==> config.mk <==
export PLATFORM = sky130hd
export DESIGN_NAME = cpu_machine_ctrl
export DESIGN_NICKNAME = d
export VERILOG_FILES = /design/src/rtl/cpu_pkg.sv /design/src/rtl/cpu_ctrl_decode.sv /design/src/rtl/cpu_machine_ctrl.sv
export SDC_FILE = /design/constraint.sdc
export NUM_CORES = 1
export LEC_CHECK = 0
export BUFFER_PORTS_ARGS = -buffer_cell sky130_fd_sc_hd__buf_2
export CAP_MARGIN = 20
export CORE_UTILIZATION = 40
export CTS_CLUSTER_DIAMETER = 60
export DETAILED_ROUTE_END_ITERATION = 7
export PLACE_DENSITY = 0.6
export SLEW_MARGIN = 20
export SYNTH_ARGS = -nofsm -noshare
export SYNTH_HDL_FRONTEND = slang
export SYNTH_HIERARCHICAL = 1
export SYNTH_SLANG_ARGS = --single-unit
==> constraint.sdc <==
create_clock -name clk1 -period 2.3 [get_ports clk1]
set_clock_uncertainty 0.1 [all_clocks]
set_input_delay 0.23 -clock clk1 [delete_from_list [all_inputs] [get_ports clk1]]
set_output_delay 0.23 -clock clk1 [all_outputs]
set_load 0.01 [all_outputs]
==> src/rtl/cpu_pkg.sv <==
// Shared CPU constants: opcode map, controller state encoding and the control vector.
// OPC_W is also used by the instruction register and the ALU.
package cpu_pkg;

    localparam int OPC_W   = 3;
    localparam int CYC_LEN = 8;

    localparam logic [OPC_W-1:0] HLT  = 3'b000;
    localparam logic [OPC_W-1:0] SKZ  = 3'b001;
    localparam logic [OPC_W-1:0] ADD  = 3'b010;
    localparam logic [OPC_W-1:0] ANDD = 3'b011;
    localparam logic [OPC_W-1:0] XORR = 3'b100;
    localparam logic [OPC_W-1:0] LDA  = 3'b101;
    localparam logic [OPC_W-1:0] STO  = 3'b110;
    localparam logic [OPC_W-1:0] JMP  = 3'b111;

    typedef enum logic [3:0] {
        S0   = 4'd0,
        S1   = 4'd1,
        S2   = 4'd2,
        S3   = 4'd3,
        S4   = 4'd4,
        S5   = 4'd5,
        S6   = 4'd6,
        S7   = 4'd7,
        HALT = 4'd8
    } state_t;

    typedef struct packed {
        logic load_ir;
        logic rd;
        logic wr;
        logic inc_pc;
        logic load_pc;
        logic load_acc;
        logic datactl_ena;
        logic halt;
    } ctl_t;

    function automatic logic is_alu(input logic [OPC_W-1:0] opc);
        return (opc == ADD) || (opc == ANDD) || (opc == XORR) || (opc == LDA);
    endfunction

endpackage

==> src/rtl/cpu_ctrl_decode.sv <==
// Combinational decode of (state being entered, opcode, zlatch) into the control vector.
// The top level registers the result so outputs line up with the state they belong to.
module cpu_ctrl_decode
    import cpu_pkg::*;
(
    input  state_t           i_state,
    input  logic [OPC_W-1:0] i_opcode,
    input  logic             i_zlatch,
    output ctl_t             o_ctl
);

    logic w_alu;
    logic w_sto;
    logic w_jmp;
    logic w_skip;

    assign w_alu  = is_alu(i_opcode);
    assign w_sto  = (i_opcode == STO);
    assign w_jmp  = (i_opcode == JMP);
    assign w_skip = (i_opcode == SKZ) && i_zlatch;

    always_comb begin
        o_ctl = '0;
        unique case (i_state)
            S0, S1: begin
                o_ctl.load_ir = 1'b1;
                o_ctl.rd      = 1'b1;
                o_ctl.inc_pc  = 1'b1;
            end
            S4: begin
                o_ctl.rd          = w_alu;
                o_ctl.datactl_ena = w_sto;
                o_ctl.load_pc     = w_jmp;
                o_ctl.inc_pc      = w_skip;
            end
            S5: begin
                o_ctl.rd          = w_alu;
                o_ctl.load_acc    = w_alu;
                o_ctl.wr          = w_sto;
                o_ctl.datactl_ena = w_sto;
                o_ctl.load_pc     = w_jmp;
                o_ctl.inc_pc      = w_skip;
            end
            S6: o_ctl.datactl_ena = w_sto;
            HALT: o_ctl.halt = 1'b1;
            default: o_ctl = '0;
        endcase
    end

endmodule

==> src/rtl/cpu_machine_ctrl.sv <==
// Instruction-cycle controller: sequences each opcode through S0..S7 (or HALT) with registered outputs.
// Optional macro CPU_HALT_RESUME_EN adds a resume input that leaves HALT into a fresh fetch.
//
// state | meaning
// S0    | high byte fetch (idle when entered with ena low / after reset)
// S1    | low byte fetch
// S2    | decode
// S3    | HLT branches to HALT here
// S4    | operand phase 1, zero sampled into zlatch
// S5    | operand phase 2
// S6    | STO data hold
// S7    | end of cycle, back to S0
// HALT  | halted, ena ignored
module cpu_machine_ctrl
    import cpu_pkg::*;
(
    input  logic             clk1,
    input  logic             rst,
    input  logic             ena,
    input  logic [OPC_W-1:0] opcode,
    input  logic             zero,
`ifdef CPU_HALT_RESUME_EN
    input  logic             resume,
`endif
    output logic             load_ir,
    output logic             rd,
    output logic             wr,
    output logic             inc_pc,
    output logic             load_pc,
    output logic             load_acc,
    output logic             datactl_ena,
    output logic             halt
);

    state_t r_state;
    state_t w_next_state;
    ctl_t   r_ctl;
    ctl_t   w_dec;
    ctl_t   w_ctl;
    logic   r_zlatch;
    logic   w_zlatch_next;
    logic   w_run;

    always_ff @(posedge clk1 or posedge rst) begin
        if (rst) begin
            r_state  <= S0;
            r_ctl    <= '0;
            r_zlatch <= 1'b0;
        end else begin
            r_state  <= w_next_state;
            r_ctl    <= w_ctl;
            r_zlatch <= w_zlatch_next;
        end
    end

    // S0 with load_ir low is the idle/reset condition; the next enabled edge re-enters S0 to fetch.
    always_comb begin
        w_next_state = r_state;
        w_run        = 1'b1;
        unique case (r_state)
            S0:      w_next_state = r_ctl.load_ir ? S1 : S0;
            S1:      w_next_state = S2;
            S2:      w_next_state = S3;
            S3:      w_next_state = (opcode == HLT) ? HALT : S4;
            S4:      w_next_state = S5;
            S5:      w_next_state = S6;
            S6:      w_next_state = S7;
            S7:      w_next_state = S0;
            HALT: begin
                w_next_state = HALT;
`ifdef CPU_HALT_RESUME_EN
                if (resume) begin
                    w_next_state = S0;
                end
`endif
            end
            default: w_next_state = S0;
        endcase
        if ((r_state != HALT) && !ena) begin
            w_next_state = S0;
            w_run        = 1'b0;
        end
    end

    // SKZ decides on the zero value seen at S4 entry, so feed that value straight to the decode.
    assign w_zlatch_next = (w_run && (w_next_state == S4)) ? zero : r_zlatch;

    cpu_ctrl_decode u_decode (
        .i_state  (w_next_state),
        .i_opcode (opcode),
        .i_zlatch (w_zlatch_next),
        .o_ctl    (w_dec)
    );

    assign w_ctl = w_run ? w_dec : '0;

    assign load_ir     = r_ctl.load_ir;
    assign rd          = r_ctl.rd;
    assign wr          = r_ctl.wr;
    assign inc_pc      = r_ctl.inc_pc;
    assign load_pc     = r_ctl.load_pc;
    assign load_acc    = r_ctl.load_acc;
    assign datactl_ena = r_ctl.datactl_ena;
    assign halt        = r_ctl.halt;

endmodule

# ---- Yosys cells after proc, flatten, opt, wreduce, memory -nomap -nowiden
# Cells that the tools add are included.
dict set report op_classes {
  add_sub_neg 0
  n_mul 0
  n_div 0
  order_cmp 0
  n_eq_ne 20
  shift 0
  mux 15
  bitwise_logic 0
  n_reduce_logical 13
}
# op n
set ops {}
lappend ops {{$pmux 4 s8} 1}
lappend ops {{$eq 4x3->1 const B} 6}
lappend ops {{$eq 3x3->1 const B} 4}
lappend ops {{$mux 1} 9}
lappend ops {{$eq 4x1->1 const B} 2}
lappend ops {{$eq 4x2->1 const B} 2}
lappend ops {{$eq 4x4->1 const B} 2}
lappend ops {{$logic_not 4->1} 2}
lappend ops {{$mux 4} 2}
lappend ops {{$mux 8} 1}
lappend ops {{$eq 3x2->1 const B} 2}
lappend ops {{$ne 4x4->1 const B} 1}
lappend ops {{$pmux 1 s2} 2}
lappend ops {{$reduce_or 2->1} 2}
lappend ops {{$eq 3x1->1 const B} 1}
lappend ops {{$logic_and 1x1->1} 3}
lappend ops {{$logic_not 3->1} 1}
lappend ops {{$logic_or 1x1->1} 3}
lappend ops {{$reduce_or 3->1} 1}
lappend ops {{$logic_not 1->1} 1}
dict set report totals {
  reg_bits 13
  latchBits 0
  ram_bits 0
  mem_bits_ro 0
  elab_cells 58
  mem_count 0
}

# ---- Logic depth before layout (Yosys ltp)
dict set report logic_depth {
  word_depth 10
  mapped_depth 6
  depth_no_buf 6
}

# ---- Modules after synthesis
# Netlist, hierarchy kept.
# mod n_inst cells_each area_each_um2
set by_module_without_submodules {}
lappend by_module_without_submodules {cpu_machine_ctrl 1 38 488.0}
lappend by_module_without_submodules {cpu_ctrl_decode 1 14 103.8}

# ---- Worst setup path after synthesis
# No wires, ideal clock.
dict set report synth_timing {
  path_kind {reg2reg}
  start {register r_state[0]}
  end {register r_ctl, in the netlist inc_pc}
  setup_ps 136
  t_arrival_ps 1433
  required_time_ps 2064
  slack_ps 631
  path_stages_with_launch 7
  path_buffers 0
  synth_period_minus_slack_ps 1669
  path_cell_list {dfrtp_1 -> and4b_1 -> nor3b_2 -> mux2_1 -> nand4bb_1 -> a211oi_1 -> nor2b_1}
}
# item line_no
set synth_rtl {}
lappend synth_rtl {{from (decl)} cpu_machine_ctrl.sv:35} ;# state_t r_state;
lappend synth_rtl {{from (signal assigned)} cpu_machine_ctrl.sv:50} ;# r_state <= w_next_state;
lappend synth_rtl {{to (signal assigned)} cpu_machine_ctrl.sv:51} ;# r_ctl <= w_ctl;
lappend synth_rtl {{to (decl)} cpu_machine_ctrl.sv:37} ;# ctl_t r_ctl;

==> impl_metrics.json <==
{
  "antenna-diode-count": 0,
  "cts_tree": "done",
  "drcViolationCount": 0,
  "clockRootBuffer": "clkbuf_4",
  "grt_usage_pct": 17.1,
  "ys_ff_latch": 13,
  "initial_core_util_pct": 44.4,
  "core_area_sq_um": 1330,
  "leakagePower_nw": 0.356,
  "drt_iter0_drc": 5,
  "hold_violations": 0,
  "synth_area_sq_um": 592,
  "ir_drop_v": 0.000316,
  "startpoint_type": "flip-flop",
  "r2r_start": "r_state[0]$_DFF_PP0_",
  "syn_to_final_growth_pct": 23.7,
  "p_per_area_nw_per_um2": 705,
  "clk_pin_slew_ns": 0.08,
  "fin_nets": 81,
  "setup-violations-final": 0,
  "min_period_over_period_pct": 78.8,
  "grt_pass1_wl_mm": 1.78,
  "drive_gt1_share_pct": 28.8,
  "cts_buffers": 3,
  "critPathSlowestCell": "dfrtp_1",
  "fmax_mhz": 552,
  "yosysSeqAreaShare_pct": 55.0,
  "status": "completed",
  "wire_per_inst_um": 12.4,
  "num_rows": 13,
  "grt_remaining_overflow": 0,
  "worst_pin_slew_ns": 0.535,
  "cts.sinks": 13,
  "die-width_um": 40.5,
  "final_common_cell": "buf_2",
  "drt-pass1-iter-count": 4,
  "clock_latency_ns": 0.27,
  "worstHoldStart": "zero",
  "h-tree-depth": 1,
  "dp_hpwl_um": 803,
  "slew_headroom_pct": 64.2,
  "setup_tns_ns": 0,
  "seq_area_sq_um": 325,
  "slew_violations": 0,
  "rsz0062_at_grt": "no",
  "path_cells": "and4b_1, nor3b_2, a21o_1, nand2b_1, a2111oi_2, nor2b_1",
  "grt_pass1_vias": 413,
  "most-common-layout-cells": "buf_2 (14), dfrtp_1 (13), nor2b_1 (8)",
  "clk_path_buf_depth": 2,
  "ys.warnings.count": 6,
  "required_ns": 2.41,
  "postCtsSetupRepairBufs": 0,
  "power.total_uw": 516,
  "routed_wl_mm": 1.09,
  "cp_data_arrival_time_ns": 1.92,
  "cp-startpoint": "r_state[0]$_DFF_PP0_",
  "hp-class": "in2reg",
  "drv_cap": 0,
  "fin_crit_ns": 1.81,
  "viasPerCell": 5.14,
  "crit_path_end_kind": "flip-flop",
  "die_area_sq_um": 1640,
  "crit_type": "reg2reg",
  "synth_nets": 59,
  "postSynthAreaPerCell_sq_um": 11.4,
  "cp_slowest_stage_delay_ns": 0.45,
  "dieHeight_um": 40.5,
  "grt_antenna_before_repair": 0,
  "gp_congestion": 0.695,
  "ioPinCount": 15,
  "fillCellCount": 126,
  "via_count": 452,
  "final_antenna_net_count": 0,
  "worstPathMaxFanout": 7,
  "synth_cell_types": 19,
  "io_buffers": 14,
  "syn_inst": 52,
  "grt_max_degree": 14,
  "multi_input_area_sq_um": 263
}
## sequential cells by signal, summed over array words and instances (netlist names)
name and cells:
r_state 4, datactl_ena 1, halt 1, inc_pc 1, load_acc 1, load_ir 1
load_pc 1, r_zlatch 1, rd 1, wr 1
## final timing paths
check	endpoint	slack [ns]	cells past startpoint
hold / removal	r_zlatch$_DFF_PP0_	0.11	2
min in group asynchronous	load_acc$_DFF_PP0_	0.41	3
setup reg to reg	datactl_ena$_DFF_PP0_	0.49	6
hold reg to reg	r_zlatch$_DFF_PP0_	0.39	1
max in group asynchronous	r_state[1]$_DFF_PP0_	1.37	3
setup / recovery	datactl_ena$_DFF_PP0_	0.49	6
## kinds of logic after synthesis
family                    after synthesis  synth area share [%]
muxes                                   1                  1.90
AOI/OAI and AO/OA                       6                  8.03
xor gates and xnor gates                2                  2.96
buffers and inverters                   1                 0.634
and+or+nand+nor                        29                  31.5
DFF                                    13                  55.0
## metrics by stage
stage                     setup slack [ns]  instance area (sq um)  utilization [%]  std cells  hold slack, ns
after detailed placement             0.487                    696             52.2         83           0.168
after global placement               0.508                    696             52.2         83           0.172
after CTS                            0.489                    732             54.9         88          0.0984
after floorplan                      0.631                    592                -         52         0.00696
final                                0.487                    732             54.9         88           0.111
after global routing                 0.337                    732             54.9         88          0.0987
## worst max-delay path, delay by kind of cell (launching register included)
family           cells  cell delay [ns]
AO/OA/AOI/OAI        2             0.49
AND/OR/NAND/NOR      4             0.71
flip-flops           1             0.45
## where the power goes
part | switching (mW) | internal, mW
Sequential | 0.0179 | 0.254
Combinational | 0.0551 | 0.0503
Clock | 0.0721 | 0.0671
## per-layer routing
| metal | track usage, % | part of all wire [%] | up-vias |
|---|---|---|---|
| met5 | 0 | 0 | - |
| met4 | 10.0 | 0 | 0 |
| met3 | 3.33 | 3.3 | 0 |
| met2 | 22.6 | 45 | 10 |
| met1 | 25.2 | 51 | 210 |
| li1 | - | - | 232 |
## cell usage after synthesis
master / count / share of area [%]
a2111oi_2: 1 / 2.5
a211oi_1: 2 / 2.5
a21o_1: 1 / 1.3
a21oi_1: 2 / 1.7
and4b_1: 1 / 1.7
dfrtp_1: 13 / 55
inv_1: 1 / 0.63
mux2_1: 1 / 1.9
nand2_1: 1 / 0.63
nand2b_1: 2 / 2.1
nand3_1: 1 / 0.84
nand4bb_1: 2 / 3.8
nor2_1: 4 / 2.5
nor2b_1: 8 / 8.5
nor3_1: 6 / 5.1
nor3b_1: 1 / 1.3
nor3b_2: 1 / 2.1
nor4b_1: 2 / 3.0
xnor2_1: 2 / 3.0
## area by class of cell
type                       count  area share [%]
inverter                       1           0.513
sequential                    13            44.4
timing repair buffer          17            13.0
tap                           15            2.56
multi-input combinational     38            35.9
clock buffer                   4            3.59
## repair_timing
action                                 in CTS  in global routing
endpoints found under the hold margin      13                  0
resized for setup                           0                  0
hold buffers                                1                  0
Power figures use the tool's default switching activity.
